### src/rtl/axi_wr_data_gen_if.sv
// AXI write-data channel bundle between the write-data generator and the slave.
interface axi_wr_data_gen_if #(
  parameter int DATA_WIDTH = 512
);
  logic [DATA_WIDTH-1:0]   m_axi_wdata;
  logic [DATA_WIDTH/8-1:0] m_axi_wstrb;
  logic                    m_axi_wlast;
  logic                    m_axi_wvalid;
  logic                    m_axi_wready;

  modport master (
    output m_axi_wdata,
    output m_axi_wstrb,
    output m_axi_wlast,
    output m_axi_wvalid,
    input  m_axi_wready
  );

  modport slave (
    input  m_axi_wdata,
    input  m_axi_wstrb,
    input  m_axi_wlast,
    input  m_axi_wvalid,
    output m_axi_wready
  );
endinterface

### src/rtl/axi_wr_data_gen.sv
// Write-data generator: streams a seeded incrementing word pattern on the AXI
// W channel for a whole job, with burst-aligned wlast and lane-correct strobes.
module axi_wr_data_gen #(
  parameter int DATA_WIDTH = 512
) (
  input  logic                   clk,
  input  logic                   reset,
  input  logic                   engine_start,
  input  logic [39:0]            total_beat_count,
  input  logic [7:0]             wr_len,
  input  logic [2:0]             wr_size,
  input  logic [31:0]            wr_init_data,
  axi_wr_data_gen_if.master      w,
  output logic                   data_done,
  output logic [39:0]            beats_sent
);

  localparam int STRB_W = DATA_WIDTH / 8;
  localparam int LOFF_W = $clog2(STRB_W);
  localparam int LANES  = DATA_WIDTH / 32;

  typedef enum logic [1:0] {IDLE, LOAD, SEND} state_t;

  state_t              state;
  state_t              state_next;
  logic [39:0]         remaining;
  logic [7:0]          bcnt;
  logic [7:0]          len_q;
  logic [2:0]          size_q;
  logic [31:0]         init_q;
  logic [LOFF_W-1:0]   loff;
  logic [31:0]         word;
  logic                accept;
  logic                last_accept;

  // Byte-lane mask for one beat of 2^size bytes starting at lane offset off.
  function automatic logic [STRB_W-1:0] lane_strb(input logic [2:0] size,
                                                  input logic [LOFF_W-1:0] off);
    int bytes;
    int base;
    lane_strb = '0;
    bytes = 1 << size;
    base  = int'(off);
    if (bytes >= STRB_W) begin
      lane_strb = '1;
    end else begin
      for (int i = 0; i < STRB_W; i++) begin
        lane_strb[i] = (i >= base) && (i < base + bytes);
      end
    end
  endfunction

  // Next lane offset; wide sizes add a multiple of the bus width and stay at 0.
  function automatic logic [LOFF_W-1:0] next_loff(input logic [2:0] size,
                                                  input logic [LOFF_W-1:0] off);
    int sum;
    sum = int'(off) + (1 << size);
    return sum[LOFF_W-1:0];
  endfunction

  assign accept      = (state == SEND) && w.m_axi_wready;
  assign last_accept = accept && (remaining == 40'd1);
  assign word        = init_q + beats_sent[31:0];

  // Control state: FSM register, completion pulse and accepted-beat counter.
  always_ff @(posedge clk) begin
    if (reset) begin
      state      <= IDLE;
      data_done  <= 1'b0;
      beats_sent <= '0;
    end else begin
      state     <= state_next;
      data_done <= ((state == LOAD) && (total_beat_count == 40'd0)) || last_accept;
      if (state == LOAD) begin
        beats_sent <= '0;
      end else if (accept) begin
        beats_sent <= beats_sent + 40'd1;
      end
    end
  end

  // Job parameters and per-beat position (remaining, burst counter, lane offset).
  always_ff @(posedge clk) begin
    if (state == LOAD) begin
      remaining <= total_beat_count;
      len_q     <= wr_len;
      size_q    <= wr_size;
      init_q    <= wr_init_data;
      bcnt      <= '0;
      loff      <= '0;
    end else if (accept) begin
      remaining <= remaining - 40'd1;
      bcnt      <= (bcnt == len_q) ? 8'd0 : bcnt + 8'd1;
      loff      <= next_loff(size_q, loff);
    end
  end

  // Next-state logic; a start outside IDLE is ignored.
  always_comb begin
    state_next = state;
    case (state)
      IDLE:    if (engine_start) state_next = LOAD;
      LOAD:    state_next = (total_beat_count == 40'd0) ? IDLE : SEND;
      SEND:    if (last_accept) state_next = IDLE;
      default: state_next = IDLE;
    endcase
  end

  // W channel outputs, derived from held state so they are stable under stall.
  always_comb begin
    w.m_axi_wvalid = 1'b0;
    w.m_axi_wdata  = '0;
    w.m_axi_wstrb  = '0;
    w.m_axi_wlast  = 1'b0;
    if (state == SEND) begin
      w.m_axi_wvalid = 1'b1;
      w.m_axi_wdata  = {LANES{word}};
      w.m_axi_wstrb  = lane_strb(size_q, loff);
      w.m_axi_wlast  = (bcnt == len_q);
    end
  end

endmodule

### src/flat_wrapper.sv
// flat-port wrapper written by rule: the top's interface ports become plain ports
module axi_wr_data_gen_flat 
#(
  parameter int DATA_WIDTH = 512
)
  (clk, reset, engine_start, total_beat_count, wr_len, wr_size, wr_init_data, data_done, beats_sent, w_m_axi_wdata, w_m_axi_wstrb, w_m_axi_wlast, w_m_axi_wvalid, w_m_axi_wready);
  axi_wr_data_gen_if #(.DATA_WIDTH(DATA_WIDTH)) w_i ();
  input  logic clk;
  input  logic reset;
  input  logic engine_start;
  input  logic [39:0] total_beat_count;
  input  logic [7:0] wr_len;
  input  logic [2:0] wr_size;
  input  logic [31:0] wr_init_data;
  output logic data_done;
  output logic [39:0] beats_sent;
  output wire logic [$bits(w_i.m_axi_wdata)-1:0] w_m_axi_wdata;
  output wire logic [$bits(w_i.m_axi_wstrb)-1:0] w_m_axi_wstrb;
  output wire logic [$bits(w_i.m_axi_wlast)-1:0] w_m_axi_wlast;
  output wire logic [$bits(w_i.m_axi_wvalid)-1:0] w_m_axi_wvalid;
  input wire logic [$bits(w_i.m_axi_wready)-1:0] w_m_axi_wready;
  assign w_m_axi_wdata = w_i.m_axi_wdata;
  assign w_m_axi_wstrb = w_i.m_axi_wstrb;
  assign w_m_axi_wlast = w_i.m_axi_wlast;
  assign w_m_axi_wvalid = w_i.m_axi_wvalid;
  assign w_i.m_axi_wready = w_m_axi_wready;
  axi_wr_data_gen #(.DATA_WIDTH(DATA_WIDTH)) u_core (.clk(clk), .reset(reset), .engine_start(engine_start), .total_beat_count(total_beat_count), .wr_len(wr_len), .wr_size(wr_size), .wr_init_data(wr_init_data), .w(w_i), .data_done(data_done), .beats_sent(beats_sent));
endmodule
### config.mk
export PLATFORM = sky130hd
export DESIGN_NAME = axi_wr_data_gen_flat
export DESIGN_NICKNAME = d
export VERILOG_FILES = /design/src/rtl/axi_wr_data_gen_if.sv /design/src/rtl/axi_wr_data_gen.sv /design/src/flat_wrapper.sv
export SDC_FILE = /design/constraint.sdc
export NUM_CORES = 1
export LEC_CHECK = 0
export ABC_AREA = 1
export CORE_AREA = 2 2 276 278
export CTS_BUF_LIST = sky130_fd_sc_hd__clkbuf_2
export CTS_CLUSTER_SIZE = 16
export DETAILED_ROUTE_END_ITERATION = 8
export DIE_AREA = 0 0 278 280
export SLEW_MARGIN = 5
export SYNTH_ARGS = -nofsm -noshare
export SYNTH_HDL_FRONTEND = slang
export SYNTH_SLANG_ARGS = --single-unit
export TNS_END_PERCENT = 100
### constraint.sdc
create_clock -name clk -period 4.25 [get_ports clk]
set_clock_uncertainty 0.2 [all_clocks]
set_input_delay 0.425 -clock clk [delete_from_list [all_inputs] [get_ports clk]]
set_output_delay 0.425 -clock clk [all_outputs]
set_load 0.02 [all_outputs]
==> out/qor.csv <==
stage;metric;value;unit
critical_path;CP max stage delay;0.52;ns
floorplanning;Starting Density;19.8;%
timing;Tmin final;4.23;ns
clock_network;TritonCTS clock tree;yes;
synthesis;Synth Flop Type;edfxtp_1;
critical_path;Worst setup EP type;output port;
grt;first-pass GRT wire length;89700;um
timing;Relative slew margins;37.5;%
floorplanning;I/O pin count;706;
power_and_ir_drop;Peak VDD IR;0.183;mV
synthesis;Post-Syn Nets;2298;
routing;vias per cell;4.31;
run;max capacitance violation total;0;
timing;Setup violations, final;0;
synthesis;synth warn;0;
power_and_ir_drop;Leak;9.33;nW
synthesis;Yosys cell types;55;
floorplanning;die extent in y;280;um
routing;DRT iter0 DRCs;1222;
timing;FMAX;237;MHz
routing;residual DRC count;0;
routing;final wirelength;64200;um
clock_network;clock buffer count from CTS;17;
routing;TritonRoute pass-1 iters;5;
power_and_ir_drop;Power per Cell Area;199;mW/mm^2
synthesis;top cell type's share of synthesized area;24.3;%
timing;final hold slack;0.106;ns
floorplanning;Die ar.;0.0778;sq mm
synthesis;Mapped Cells;2168;
cells_and_area;non-filler cells, final;3508;
timing;Fin. Hold Viols;0;
placed_design;placed instance count;3382;
cells_and_area;Synth-to-Final Area Change;35.9;%
critical_path;CP Buf/Inv Count;5;
cells_and_area;Final #Nets;2633;
grt;largest net degree at the start of global routing;78;
routing;post-route ant nets;0;
critical_path;Crit-path slowest cell;edfxtp_1;
clock_network;CTS clk-pin slew, worst paths;0.20;ns
synthesis;number of flops mapped to enable cells by yosys;83;
critical_path;Critical Path AT;3.60;ns
timing;setup TNS;0;ns
synthesis;Netlist Area Pre-Place;0.0149;sq mm
placed_design;placed cell areas;0.0199;sq mm
synthesis;synth top area cells;buf_4 (24%), edfxtp_1 (17%), nand2_1 (9.6%);
routing;wire per inst;18.3;um
synthesis;leading area contributor after synthesis;buf_4;
clock_network;clk buf depth;2;
grt;vias in the first global route;13900;
synthesis;asr flop ratio synth;0;%
floorplanning;Core Rows;101;
grt;gr ovfl total;0;
placed_design;dpl ws;0.341;ns
cells_and_area;final core utilization;26.9;%
grt;number of antenna violations at the first check in global routing;12;
critical_path;delay-heaviest family, CP;simple AND/OR/NAND/NOR gates;
critical_path;worst-path maximum fanout;6;
placed_design;IO buf count;705;
timing;final setup margin;0.0242;ns
routing;DR vias;15100;
placed_design;dpl hpwl;51500;um
floorplanning;Die W;278;um
synthesis;Seq cells post-synth;140;
timing;Worst-Margin Slew;0.937;ns
power_and_ir_drop;overall power;4.01;mW
critical_path;critical path, cell by cell;nor3_2, ha_2, inv_2, fa_2, inv_2, nand3_2, nand4_1, nand2_2, nor2_4, buf_12, nand2_1, nand2_2, inv_1, dlygate4sd2_1;
placed_design;gpl congestion;0.943;
critical_path;Worst Path Required;3.62;ns
timing;period utilisation layout;99.4;%
timing;RSZ-0062 raised after global routing;true;
critical_path;Critical Path Start Type;register;
clock_network;clk_lat worst skew;0.82;ns
synthesis;mean post-synth cell area;6.85;sq um
hold_path;HP Class;primary input to register;
floorplanning;Core ar.;0.0752;sq mm
outcome;status;completed;
critical_path;critical path class;register to output port;
timing;fin. max-slew vios;0;
synthesis;Post-synth top cells;buf_4 (480), nand2_1 (378), nor2_1 (258);
synthesis;count leader, synth;buf_4;
clock_network;H-tree Lvls;4;
clock_network;sinks on the clock net;140;
cells_and_area;layout cells sized above 1;20.4;%
grt;Total GRT Usage;15.3;%
synthesis;sequential element share of the synthesized area;24.5;%
clock_network;CTS Root Cell;clkbuf_2;
cells_and_area;cell area after layout;0.0202;sq mm
[area by class of cell]
| type | count | area, sq um |
|---|---|---|
| inverters | 178 | 678 |
| clock buffers | 18 | 90.1 |
| clock inverters | 14 | 151 |
| flip-flops and latches | 140 | 3640 |
| multi-input cells | 1322 | 7090 |
| diodes | 14 | 35.0 |
| repair buffers | 844 | 7280 |
| fillers | 8379 | 55000 |
| well taps | 978 | 1220 |
[cell usage in the layout, fill, tap and decap left out, types with 17 or more instances in the layout]
master and count:
nand2_2 24, dfxtp_1 51, buf_2 35, nor3_1 48, dlygate4sd3_1 46, clkdlybuf4s15_1 22, a21oi_1 145, nand2_1 360
inv_1 169, clkbuf_2 178, buf_4 100, nand3_2 17, nor2_1 236, dlymetal6s2s_1 28, xor2_1 33, ha_1 38
o21ai_1 28, nand3_1 106, edfxtp_1 83, nand4_1 18, o21ai_0 81, nor2_2 21, clkdlybuf4s50_1 266, dlygate4sd2_1 146
[layer usage]
| metal | vias to the layer above | share of wire [%] | global-route usage, % |
|---|---|---|---|
| li1 | 7290 | - | - |
| met1 | 7048 | 43 | 19.2 |
| met2 | 686 | 47 | 25.7 |
| met3 | 84 | 7.7 | 3.81 |
| met4 | 6 | 2.3 | 4.62 |
| met5 | - | 0.053 | 0 |
[sequential cells by signal (all words and copies together), names as in the netlist]
name and cells:
u_core.len_q 8, u_core.data_done 1, u_core.loff 6, u_core.beats_sent 40
u_core.state 2, u_core.bcnt 8, u_core.size_q 3, u_core.init_q 32
u_core.remaining 40
[worst paths after layout]
check                                     start                            endpoint  slack, ns  depth (start not counted)
min                        total_beat_count[38]      u_core.remaining[38]$_DFFE_PP_       0.11                          3
max reg2reg        u_core.state[1]$_SDFFE_PP0P_  u_core.beats_sent[36]$_SDFFE_PP0P_       1.29                         10
min reg2reg  u_core.beats_sent[38]$_SDFFE_PP0P_  u_core.beats_sent[38]$_SDFFE_PP0P_       0.30                          2
max                  u_core.size_q[2]$_DFFE_PP_                   w_m_axi_wstrb[63]       0.02                         14
[what timing repair did]
item                                    4_1_cts  5_1_grt
buffers inserted                             20       12
cloned                                        1        2
resized for setup                           621      554
endpoints found under the setup margin      444      388
pin swaps                                     9       11
endpoints found under the hold margin        46        0
hold buffers                                 46        0
[worst register-to-register path, cell delays in order, from the launching register on]
cell	delay [ns]
dfxtp_1	0.43
inv_2	0.07
nor2_4	0.25
buf_4	0.28
nand2_1	0.09
inv_1	0.43
nand4_1	0.42
nand3b_1	0.37
o21ai_0	0.21
nand2_1	0.08
nor2_1	0.08
[cell families (layout without fill, tap and decap cells)]
kind of cell    count (synthesis)  count (layout)  synth area share [%]
flops                         140             140                  24.5
buf+inv                       706            1054                  30.5
simple gates                  910             910                  27.0
other cells                     0              14                     0
compound gates                320             320                  11.4
xor+xnor                       49              49                  2.94
fa+ha+maj                      43              43                  3.72
[where the power goes]
part	internal, mW	switching [mW]	total (mW)
Clock	0.322	0.526	0.848
Combinational	0.600	0.993	1.59
Sequential	1.52	0.0522	1.57
No activity file was read; power rests on OpenSTA's default activity.
